--- config.mk ---
export PLATFORM = sky130hd
export DESIGN_NAME = load_store_unit
export DESIGN_NICKNAME = d
export VERILOG_FILES = /design/src/rtl/lsu_pkg.sv /design/src/rtl/lsu_align.sv /design/src/rtl/load_store_unit.sv
export SDC_FILE = /design/constraint.sdc
export NUM_CORES = 1
export LEC_CHECK = 0
export CELL_PAD_IN_SITES_DETAIL_PLACEMENT = 1
export CELL_PAD_IN_SITES_GLOBAL_PLACEMENT = 1
export CORE_AREA = 2 2 140 142
export DETAILED_ROUTE_END_ITERATION = 10
export DIE_AREA = 0 0 142 144
export GPL_TIMING_DRIVEN = 0
export PLACE_DENSITY = 0.93
export SLEW_MARGIN = 5
export SYNTH_ARGS = -nofsm -noshare
export SYNTH_HDL_FRONTEND = slang
export SYNTH_HIERARCHICAL = 1
export SYNTH_SLANG_ARGS = --single-unit
export TNS_END_PERCENT = 100
--- constraint.sdc ---
create_clock -name clk -period 6.6 [get_ports clk]
set_input_delay 1.32 -clock clk [delete_from_list [all_inputs] [get_ports clk]]
set_output_delay 1.32 -clock clk [all_outputs]
set_load 0.005 [all_outputs]
--- src/rtl/lsu_pkg.sv ---
// rtl/lsu_pkg.sv - shared state encoding, width codes and decode helpers for the load/store unit
package lsu_pkg;

    typedef enum logic [1:0] {
        ST_IDLE  = 2'd0,
        ST_READ  = 2'd1,
        ST_WRITE = 2'd2,
        ST_RESP  = 2'd3
    } lsu_state_t;

    localparam logic OP_LOAD  = 1'b0;
    localparam logic OP_STORE = 1'b1;

    localparam logic [2:0] F3_B  = 3'b000;
    localparam logic [2:0] F3_H  = 3'b001;
    localparam logic [2:0] F3_W  = 3'b010;
    localparam logic [2:0] F3_BU = 3'b100;
    localparam logic [2:0] F3_HU = 3'b101;

    // Stores only have the signed width codes; loads add the unsigned variants.
    function automatic logic f3_supported(input logic op, input logic [2:0] f3);
        logic ok;
        ok = (f3 == F3_B) || (f3 == F3_H) || (f3 == F3_W);
        if (op == OP_LOAD) begin
            ok = ok || (f3 == F3_BU) || (f3 == F3_HU);
        end
        return ok;
    endfunction

    // Only meaningful for supported codes: bits [1:0] select byte/half/word.
    function automatic logic is_misaligned(input logic [2:0] f3, input logic [1:0] addr_lo);
        logic mis;
        case (f3[1:0])
            2'b01:   mis = addr_lo[0];
            2'b10:   mis = (addr_lo != 2'b00);
            default: mis = 1'b0;
        endcase
        return mis;
    endfunction

endpackage

--- src/rtl/lsu_align.sv ---
// rtl/lsu_align.sv - byte/half lane extraction with extension, and sub-word store merge
import lsu_pkg::*;

module lsu_align (
    input  logic [2:0]  funct3,
    input  logic [1:0]  addr,
    input  logic [31:0] word,
    input  logic [31:0] store_val,
    output logic [31:0] load_val,
    output logic [31:0] merged
);

    logic [7:0]  byte_lane;
    logic [15:0] half_lane;

    // Select the addressed byte and half; half lane ignores addr[0].
    always_comb begin
        byte_lane = word[7:0];
        case (addr)
            2'd0:    byte_lane = word[7:0];
            2'd1:    byte_lane = word[15:8];
            2'd2:    byte_lane = word[23:16];
            default: byte_lane = word[31:24];
        endcase
        half_lane = addr[1] ? word[31:16] : word[15:0];
    end

    // Extend the selected lane according to the load width code.
    always_comb begin
        load_val = 32'h0;
        case (funct3)
            F3_B:    load_val = {{24{byte_lane[7]}}, byte_lane};
            F3_H:    load_val = {{16{half_lane[15]}}, half_lane};
            F3_W:    load_val = word;
            F3_BU:   load_val = {24'h0, byte_lane};
            F3_HU:   load_val = {16'h0, half_lane};
            default: load_val = 32'h0;
        endcase
    end

    // Overlay the store data onto the old word; SW replaces the whole word.
    always_comb begin
        merged = word;
        case (funct3)
            F3_B: begin
                case (addr)
                    2'd0:    merged[7:0]   = store_val[7:0];
                    2'd1:    merged[15:8]  = store_val[7:0];
                    2'd2:    merged[23:16] = store_val[7:0];
                    default: merged[31:24] = store_val[7:0];
                endcase
            end
            F3_H: begin
                if (addr[1]) merged[31:16] = store_val[15:0];
                else         merged[15:0]  = store_val[15:0];
            end
            F3_W:    merged = store_val;
            default: merged = word;
        endcase
    end

endmodule

--- src/rtl/load_store_unit.sv ---
// rtl/load_store_unit.sv - memory-access stage driving data_cache; LSU_MISALIGN_TRAP_EN enables misalignment trapping
`ifndef _DATA_CACHE_OFFSET
`define _DATA_CACHE_OFFSET 32'h0000_0000
`endif

import lsu_pkg::*;

module load_store_unit #(
    parameter logic [31:0] CACHE_OFFSET = `_DATA_CACHE_OFFSET
) (
    input  logic        clk,
    input  logic        rst,
    input  logic        i_valid,
    output logic        o_ready,
    input  logic        i_op,
    input  logic [2:0]  i_funct3,
    input  logic [31:0] i_address,
    input  logic [31:0] i_store_val,
    input  logic [4:0]  i_rd,
    output logic        o_valid,
    output logic [31:0] o_load_val,
    output logic [4:0]  o_rd,
    output logic        o_misaligned,
    output logic [31:0] cache_address,
    output logic [31:0] cache_i_val,
    output logic        cache_op_type,
    input  logic [31:0] cache_o_val
);

    lsu_state_t  state;
    logic        op_q;
    logic [2:0]  f3_q;
    logic [31:0] addr_q;
    logic [31:0] store_q;
    logic [31:0] word_q;

    logic [31:0] align_word;
    logic [31:0] load_val;
    logic [31:0] merged;
    logic        trap;

    // The window base is informational only; addresses go to the cache untranslated.
    logic [31:0] unused_cache_offset;
    assign unused_cache_offset = CACHE_OFFSET;

`ifdef LSU_MISALIGN_TRAP_EN
    assign trap = is_misaligned(i_funct3, i_address[1:0]);
`else
    assign trap = 1'b0;
`endif

    // During READ extract straight from the cache so the result registers on the READ->RESP edge.
    assign align_word = (state == ST_READ) ? cache_o_val : word_q;

    lsu_align u_align (
        .funct3    (f3_q),
        .addr      (addr_q[1:0]),
        .word      (align_word),
        .store_val (store_q),
        .load_val  (load_val),
        .merged    (merged)
    );

    // Write strobe and data decode from state so an abandoned transaction can never write.
    assign o_ready       = (state == ST_IDLE);
    assign cache_address = {addr_q[31:2], 2'b00};
    assign cache_op_type = (state == ST_WRITE);
    assign cache_i_val   = (state == ST_WRITE) ? merged : 32'h0;

    // Transaction FSM with registered response outputs.
    always_ff @(posedge clk or negedge rst) begin
        if (!rst) begin
            state        <= ST_IDLE;
            op_q         <= 1'b0;
            f3_q         <= 3'b000;
            addr_q       <= 32'h0;
            store_q      <= 32'h0;
            word_q       <= 32'h0;
            o_valid      <= 1'b0;
            o_load_val   <= 32'h0;
            o_rd         <= 5'd0;
            o_misaligned <= 1'b0;
        end else begin
            case (state)
                ST_IDLE: begin
                    if (i_valid) begin
                        op_q    <= i_op;
                        f3_q    <= i_funct3;
                        addr_q  <= i_address;
                        store_q <= i_store_val;
                        o_rd    <= i_rd;
                        if (!f3_supported(i_op, i_funct3) || trap) begin
                            state        <= ST_RESP;
                            o_valid      <= 1'b1;
                            o_load_val   <= 32'h0;
                            o_misaligned <= f3_supported(i_op, i_funct3) && trap;
                        end else if (i_op == OP_STORE && i_funct3 == F3_W) begin
                            state <= ST_WRITE;
                        end else begin
                            state <= ST_READ;
                        end
                    end
                end
                ST_READ: begin
                    word_q <= cache_o_val;
                    if (op_q == OP_LOAD) begin
                        state        <= ST_RESP;
                        o_valid      <= 1'b1;
                        o_load_val   <= load_val;
                        o_misaligned <= 1'b0;
                    end else begin
                        state <= ST_WRITE;
                    end
                end
                ST_WRITE: begin
                    state        <= ST_RESP;
                    o_valid      <= 1'b1;
                    o_load_val   <= 32'h0;
                    o_misaligned <= 1'b0;
                end
                default: begin
                    state   <= ST_IDLE;
                    o_valid <= 1'b0;
                end
            endcase
        end
    end

endmodule

# Word level (Yosys, flattened, before mapping)
# Cells that the tools add are included.
# totals
regBits	141
input_bits	108
out_inout_bits	105
word_cells	71
# classes
n_eq_ne	15
mux	32
reduce_logical	14
# op_table
cell	n
$pmux W32 S3	2
$mux W32	5
$pmux W32 S5	1
$mux W16	3
$mux W8	4
$pmux W8 S3	1
$eq A3 B3 Y1 const B	4
$mux W1	10
$eq A3 B1 Y1 const B	2
$eq A3 B2 Y1 const B	2
$logic_not A3 Y1	2
$mux W2	3
$ne A2 B2 Y1 const B	3
$pmux W1 S3	2
$pmux W2 S3	1
$eq A2 B1 Y1 const B	2
$eq A2 B2 Y1 const B	2
$logic_not A2 Y1	2
$logic_or A1 B1 Y1	4
$reduce_and A4 Y1	1
$reduce_and A3 Y1	1
$reduce_bool A3 Y1	1
$reduce_or A3 Y1	1
$reduce_and A2 Y1	1
$logic_and A1 B1 Y1	1

# Logic depth before layout (Yosys ltp)
# logic_depth
depth_word	11
depth_mapped	11
depth_no_buf	8

# Cells and area by module
# The synthesis kept the hierarchy.
# modules_own_cells
module	n_inst	cells_per_inst	area_per_inst_um2	seq_area_each_um2
load_store_unit	1	393	5753.0	3503.4
lsu_align	1	252	1721.7	0.0

# Worst setup path after synthesis
# No wires, ideal clock.
# synth_timing
path_type	input to output
startpoint	in cache_o_val[10]
endpoint	out cache_i_val[10]
t_arrival_ns	2.112
required_time_ns	5.280
setup_slack_ns	3.168
cell_stages	4
path_buffers	0
cell_sequence	mux2_2 > a222oi_1 > inv_1 > and2_1
# synth_between
elab_chain_len	4
elab_cells_between_ends	5
classes_between	mux: 5
# synth_rtl
element	line_no	text
start: declaration	load_store_unit.sv:27	input logic [31:0] cache_o_val
$mux W32 *	n/a	
$mux W16 or $mux W8 (tied branches)	lsu_align.sv:54, lsu_align.sv:46	
$pmux W32 S3 *	lsu_align.sv:44	case (funct3)
named net merged[10]	load_store_unit.sv:39	logic [31:0] merged;
$mux W32 *	load_store_unit.sv:68	assign cache_i_val = (state == ST_WRITE) ? merged : 32'h0;
end: declaration	load_store_unit.sv:25	output logic [31:0] cache_i_val,
# Mark *: on every way through the listed nets, which the timed path passes. The rest lies on a longest branch.

# Final worst setup path
# layout_timing
startpoint	reg state[1]
endpoint	out cache_i_val[14]
# layout_between
elab_chain_len	5
elab_cells_between_ends	7
classes_between	eq/ne: 2; mux: 5
# layout_rtl
element	line_no	text
start: declaration	load_store_unit.sv:30	lsu_state_t state;
start signal: assignment	load_store_unit.sv:73	state <= ST_IDLE;
start signal: assignment	load_store_unit.sv:93	state <= ST_RESP;
start signal: assignment	load_store_unit.sv:98	state <= ST_WRITE;
$eq A2 B1 Y1 *	load_store_unit.sv:53	assign align_word = (state == ST_READ) ? cache_o_val : word_q;
$mux W32 *	n/a	
named net align_word[14]	load_store_unit.sv:37	logic [31:0] align_word;
$mux W16 or $mux W8 (tied branches)	lsu_align.sv:54, lsu_align.sv:46	
$pmux W32 S3 *	lsu_align.sv:44	
named net merged[14]	load_store_unit.sv:39	
$mux W32 *	load_store_unit.sv:68	
# Marked as above.

==> impl_results.md <==
* Syn_area_per_cell at roughly 12 sq um
* Final instance area at 10600 sq um
* Crit path launch type: register
* PortBufs at ~210
* H-tree depth at 4
* Period utilisation layout at 0.693
* Post-CTS setup repair buffer count at 0
* Ranking of synthesized cells by area: dfrtp_1 (47%), mux2_2 (18%), buf_4 (3.9%)
* Crit Path Max Fanout at 10
* DIE AREA at 20400 sq um
* Post-synth top area share at 0.469
* Area grow syn2layout at 41.6%
* Post-synth EDFFs at 0
* Initial antenna violation count at 0
* Core Rows at roughly 50
* Max_slew headroom at 0.523
* P per Cell Area at around 570 nW/um^2
* Placed Cells at 1095
* Cell variety after synth at 52
* First-pass GRT wire length at 39300 um
* Largest net degree at the start of global routing at 78
* Total CTS buffers at 17
* Core Util, Final at 0.555
* Final wirelength at between 20000 and 30000 um
* Starting density of the core at 0.392
* Setup-failing EPs final at 0
* Number of global-route vias before repair at slightly below 7000
* Syn Std Cell Area at around 7500 sq um
* Slowest stage delay, CP at 0.46 ns
* RSZ-0062 raised after global routing: no
* HP Class: register to register
* Total Power at ~6.0 mW
* Most instantiated cells after synthesis: dfrtp_1 (140), mux2_2 (119), buf_4 (39)
* Path type of the worst setup path: register to output port
* Slowest CP cell: clkdlybuf4s50_1
* Placer Congestion at between 0.9 and 1
* Seq cells post-synth at 140
* Post-CTS Hold Fix Bufs at 0
* Dominant synthesized flop cell: dfrtp_1
* Fin crit period at ~4.6 ns
* Most frequent CP cell: inv_1
* Clock Path Buffers at 2
* Worst slew pin tran at 0.716 ns
* Crit path DAT at about 3.3 ns
* Wirelength per Cell at roughly 23 um
* Sequential fraction of the synthesis area at 0.469
* Initial DRC count at roughly 640
* Nets at slightly below 1000
* Ys async rst share at 1.00
* Die height at about 140 um
* Ratio of cells with drive above 1 in the final layout at 0.270
* Detail Route Antenna Nets at 0
* CP Capture Type: output port
* Final worst setup slack at between 2 and 2.5 ns
* Hold Vio Cnt, Final at 0
* ANT cells at 0
* Status: finished clean
* Post-DP Area at 9900 sq um
* Final Max Slew Viols at 0
* Residual DRC at 0
* Skew final at roughly 0.011 ns
* Critical-path cell list: inv_1 > ha_1 > clkbuf_1 > buf_2 > mux2_2 > a222oi_1 > inv_1 > and2_1 > clkdlybuf4s50_1
* DRT Pass-1 Iters at 5
* CTS root buffer: clkbuf_16
* I/O pin cnt at about 210
* Reg clk slew, reported paths at 0.06 ns
* Global router's overall resource usage at 0.256
* Max Cap Violations at 0
* Peak VDD IR at ~250 uV
* Via-to-Cell Ratio at 5.67
* Cell accounting for the most synthesized area: dfrtp_1
* Clk sinks at 140
* Hold slack at between 0.4 and 0.5 ns
* Via count at about 6400
* Detailed Place HPWL at 18900 um
* Core Area at about 19000 sq um
* Setup TNS at 0 ns
* Leakage power at approximately 4.5 nW
* Finished Layout Cells at ~1100
* Worst slack at placement at around 2.1 ns
* F_max at around 0.22 GHz
* Synthesis Warnings at 6
* Critical Path RT at ~5.3 ns
* Cells after Synth at between 600 and 700
* Clock latency on the worst-skew pair at between 0.4 and 0.5 ns
* TritonCTS clock tree: built
* Global route overflow at 0
* CTS resizes at 0
* Most common cell in the synthesized netlist: dfrtp_1
* Die W at ~140 um
[final cells by class]
cell class	count	area (sq um)
Fill cell	1962	8500
Sequential cell	140	3500
Multi-Input combinational cell	414	3400
Timing Repair Buffer	210	2120
Buffer	78	518
Clock buffer	18	439
Tap cell	238	298
Clock inverter	14	241
Inverter	15	56.3
[worst max-delay path: cells and delay by family, from the launching register on]
family	cells	cell delay (ns)
buffers and inverters	5	1.22
AND/OR/NAND/NOR	1	0.19
AO/OA/AOI/OAI	1	0.38
multiplexers	1	0.45
adder cells (fa/ha/maj)	1	0.14
flip-flops	1	0.43
[registers in the layout, summed over array words and instances, names as in the netlist]
register and cells:
word_q 32, store_q 32, o_rd 5, o_valid 1, addr_q 32, state 2, op_q 1, o_load_val 32
f3_q 3
[path summary, 6_finish.rpt]
path | startpoint | slack [ns] | endpoint | cells after the start
worst max register to register | state[1] | 3.63 | o_load_val[15] | 11
max in group asynchronous | rst | 4.91 | word_q[31] | 2
worst min-delay path | o_load_val[31] | 0.50 | o_load_val[31] | 1
min in group asynchronous | rst | 0.88 | word_q[4] | 1
worst max-delay path | state[1] | 2.03 | cache_i_val[14] | 9
worst min register to register | o_load_val[31] | 0.50 | o_load_val[31] | 1
[power by group]
part	total (mW)	switching [mW]	internal, mW
Sequential	1.59	0.309	1.28
Clock	1.12	0.397	0.721
Combinational	3.28	1.59	1.70
[cell usage in the layout (no fill, tap or decap), types with 6 or more instances in the layout]
cell type        instances
nand2_1                 24
o22ai_1                 10
nand3_1                 31
a22oi_1                 23
o211ai_1                 9
a21oi_1                 22
clkbuf_1                 6
mux2_2                 119
dfrtp_1                140
inv_1                   15
nor2_1                  12
and2_1                  32
buf_6                    7
buf_4                   39
a222oi_1                 8
bufinv_16                6
clkdlybuf4s50_1        208
nand2b_1                11
buf_2                   26
mux2i_1                 17
clkbuf_16               17
a22o_1                  33
a221o_1                  6
o21ai_0                 10
[logic make-up (layout without fill, tap and decap cells)]
family | after synthesis | after routing | synth area share
AO/OA/AOI/OAI | 142 | 142 | 0.144
flip-flops | 140 | 140 | 0.469
multiplexers | 138 | 138 | 0.208
AND/OR/NAND/NOR | 126 | 126 | 0.0936
buffers and inverters | 93 | 335 | 0.0768
adder cells (fa/ha/maj) | 5 | 5 | 0.00837
other | 1 | 3 | 0.000502
[per-layer routing]
metal,GRT usage,vias to the layer above,part of all wire
li1,-,2796,-
met1,0.321,3216,0.40
met2,0.422,306,0.49
met3,0.0474,77,0.062
met4,0.136,0,0.044
met5,0,-,0
No activity file was read; power rests on OpenSTA's default activity.
==> RTL change 1: new RTL, config.mk and constraints unchanged <==
The 4 states of `lsu_state_t` get a Gray code encoding in 2 bits.
--- a/src/rtl/lsu_pkg.sv
+++ b/src/rtl/lsu_pkg.sv
@@ -2,10 +2,10 @@
 package lsu_pkg;
 
     typedef enum logic [1:0] {
-        ST_IDLE  = 2'd0,
-        ST_READ  = 2'd1,
-        ST_WRITE = 2'd2,
-        ST_RESP  = 2'd3
+        ST_IDLE  = 2'b00,
+        ST_READ  = 2'b01,
+        ST_WRITE = 2'b11,
+        ST_RESP  = 2'b10
     } lsu_state_t;
 
     localparam logic OP_LOAD  = 1'b0;
Check against the original RTL: same outputs for any inputs over 4 cycles, from zero or initial values and one cycle with rst low; so few cycles prove little.
==> RTL change 1 against the original RTL <==
  * Cell area grew 1.4%
  * Critical path type is now input port to output pin
  * Synthesized cell count is 0.62% lower
  * Sequential cell count is the same
  * Cell count down 0.27%
  * Setup slack got worse by 0.15 ns
  * Total power is 3.8% lower
  * Core utilization increased by 0.80 points
  * Area after synthesis up 2.6%
  * Global-route usage grew 2.2 points
  * Wire length is 9.6% higher
==> RTL change 1: results (changes against the original RTL) <==
metric	value	unit	change
outcome	finished clean		
Yosys cell types	51		-1.9%
WL final	28.0	mm	+9.6%
sequential area share after synthesis	0.457		-0.0121
asr flop ratio synth	1.00		unchanged
Seq group	1.62	mW	
CP max-delay cell	clkdlybuf4s50_1		
Worst Skew	0.0167	ns	+0.00582 ns
LEAKAGE	4.80	nW	+6.1%
top cells by area, synth	dfrtp_1 (46%), mux2_4 (12%), mux2_2 (8.7%), buf_4 (4.1%), a22o_1 (3.8%)		
Non-Filler Instances	1124		-0.27%
vias in the first global route	6963		+1.4%
share of cells above drive strength 1	0.275		+0.00461
Final nets	980		-0.91%
Clk pin slew, worst setup/hold paths	0.06	ns	about the same
number of synthesis warnings	6		unchanged
Net Switching	2.22	mW	-3.4%
first-pass detailed-route iteration total	7		+2
Logic power comb	3.10	mW	-5%
gr usage total	0.278		+0.0225
largest net degree at the start of global routing	92		+18%
initial DRC count	746		+17%
setup bufs post-CTS	0		unchanged
Worst Tran Pin Value	0.688	ns	-0.0274 ns
HP Class	register to register		
VDD IR max	245	uV	-1.0%
antenna violations before repair	1		+1
Fill cells	1934		-1.4%
Critical Path AT	3.41	ns	+0.16 ns
Critical Path Fanout Max	5		-5
GPL Wtd Cong	0.979		+5.4%
Vias	6502		+1.7%
leading area contributor after synthesis	dfrtp_1		
first-pass GRT wire length	42.3	mm	+7.5%
most frequent cells after synthesis	dfrtp_1 (140), mux2_2 (59), mux2_4 (59)		
Synth Instances	641		-0.62%
HPWL Detailed	20.1	mm	+6.2%
==> RTL change 1: path summary, 6_finish.rpt <==
kind	end	from	depth (start not counted)	slack (ns)
max	cache_i_val[25]	cache_o_val[25]	6	1.87
min	o_load_val[24]	o_load_val[24]	1	0.50
max reg2reg	o_load_val[29]	state[1]	10	3.76
min reg2reg	o_load_val[24]	o_load_val[24]	1	0.50
max in group asynchronous	o_load_val[6]	rst	2	4.96
min in group asynchronous	addr_q[3]	rst	1	0.82
==> RTL change 1: area by class of cell <==
cell class / instances / share of cell area
clock buffers: 20 / 0.0435
flip-flops and latches: 140 / 0.326
diodes: 1 / 0.000233
clock inverters: 12 / 0.0155
repair buffers: 210 / 0.198
inverters: 12 / 0.00420
plain buffers: 83 / 0.0551
well taps: 238 / 0.0277
multi-input cells: 408 / 0.330
==> RTL change 1: routing by layer <==
metal,part of all wire,wire length (um),up-vias,track usage
met5,0,0,-,0
met4,0.041,1140,0,0.128
met3,0.073,2040,82,0.0576
met2,0.50,13900,371,0.475
met1,0.39,10900,3239,0.340
li1,-,-,2810,-
==> RTL change 1: through the flow <==
stage                     hold WS (ns)  setup WS, ns  power [mW]   util  area (um^2)
final                            0.499          1.87        5.76  0.563        10700
after CTS                        0.504          1.91        5.72  0.562        10700
after global routing             0.511          1.87        6.01  0.563        10700
after floorplan                  0.476          3.14        3.38      -         7680
after detailed placement         0.486          2.08        4.60  0.529        10100
after global placement           0.487         -1.35        4.44  0.528        10100
==> RTL change 1: cell families after synthesis <==
family	Yosys count	synth area share
buf+inv	95	0.0830
other cells	1	0.000489
simple gates	130	0.0918
compound gates	138	0.138
mux	137	0.230
flops	140	0.457
==> RTL change 2: new RTL, same settings <==
Without the edit above. Build with the macro `LSU_MISALIGN_TRAP_EN` defined.
--- a/src/rtl/load_store_unit.sv
+++ b/src/rtl/load_store_unit.sv
@@ -1,4 +1,6 @@
 // rtl/load_store_unit.sv - memory-access stage driving data_cache; LSU_MISALIGN_TRAP_EN enables misalignment trapping
+`define LSU_MISALIGN_TRAP_EN
+
 `ifndef _DATA_CACHE_OFFSET
 `define _DATA_CACHE_OFFSET 32'h0000_0000
 `endif
Function: changed (Yosys sat finds a counterexample within 4 cycles, from zero or initial values and one cycle with rst low).
==> RTL change 2 against the original RTL <==
  * Wire length is 9.4% higher
  * Cell area is 3.0% higher
  * Area after synthesis is 5.4% higher
  * Global-route usage is 2.4 points higher
  * Highest routed layer unchanged
  * Sequential cell count is 1 higher
  * Setup slack worse by 0.16 ns
  * Total power is 1.9% higher
  * Sequential share of layout area is 0.72 points lower
  * Largest power group unchanged
  * Critical path type unchanged
==> RTL change 2: results (changes against the original RTL) <==
metric	value	unit	change
VDD IR max	288	uV	+16%
min-delay src	o_misaligned		
first-pass GRT wire length	42.9	mm	+9.0%
Clk power	0.978	mW	-13%
Non-Filler Instances	1203		+6.7%
post-synthesis mux area share	0.234		+0.0258
CP max-delay cell	mux2_2		
r2r endpoint	o_load_val[1]		
LEAKAGE	4.66	nW	+3.0%
vias in the first global route	7298		+6.3%
initial DRC count	676		+6.5%
Yosys cell types	56		+7.7%
DR WL/cell	23.2	um	+2.5%
Internal	3.63	mW	-1.6%
combinational fraction of design power	0.580		+0.031
gr usage total	0.280		+0.0245
sequential area share after synthesis	0.448		-0.0207
Worst Tran Pin Value	0.679	ns	-0.0364 ns
largest net degree at the start of global routing	72		-7.7%
share of cells above drive strength 1	0.223		-0.0469
Worst Skew	0.00980	ns	-0.00107 ns
Fill cells	2048		+4.4%
hold_ws	0.495	ns	-0.00450 ns
post-synthesis adder-cell area fraction	0.0127		+0.00434
Final nets	1068		+8.0%
Net Switching	2.47	mW	+7.6%
HPWL Detailed	20.0	mm	+5.6%
r2r setup slk	3.54	ns	-0.09 ns
GPL Wtd Cong	0.894		-3.7%
Avg Cell Area, Syn	10.9	um^2	-5.7%
reg2reg path depth	9		-2
most frequent cells after synthesis	dfrtp_1 (141), mux2_2 (95), nand2_1 (60)		
top cells by area, synth	dfrtp_1 (45%), mux2_2 (14%), mux2i_1 (6.2%), buf_4 (3.6%), mux2_1 (3.0%)		
crit path time final	4.73	ns	+0.157 ns
antenna violations before repair	1		+1
outcome	finished clean		
## RTL change 2: changes by cell type after synthesis, moves of 3 or more
| cell | change |
|---|---|
| a22o_1 | -31 |
| ha_1 | +3 |
| inv_1 | +34 |
| mux2_1 | +21 |
| mux2_2 | -24 |
| mux2i_1 | +32 |
| nand2_1 | +36 |
| o21ai_0 | +3 |
## RTL change 2: routing by layer
metal,vias to the layer above,track usage,routed length (um)
met3,69,0.0520,1680
met4,0,0.119,929
met5,-,0,0
met1,3414,0.335,10800
met2,319,0.496,14600
li1,2974,-,-
## RTL change 2: cell type report
cell class                      count  share of cell area
Tap cell                          238              0.0273
Timing Repair Buffer              211               0.196
Clock buffer                       21              0.0432
Multi-Input combinational cell    455               0.336
Inverter                           49              0.0169
Sequential cell                   141               0.324
Clock inverter                     10              0.0105
Antenna cell                        1            0.000230
Buffer                             77              0.0467
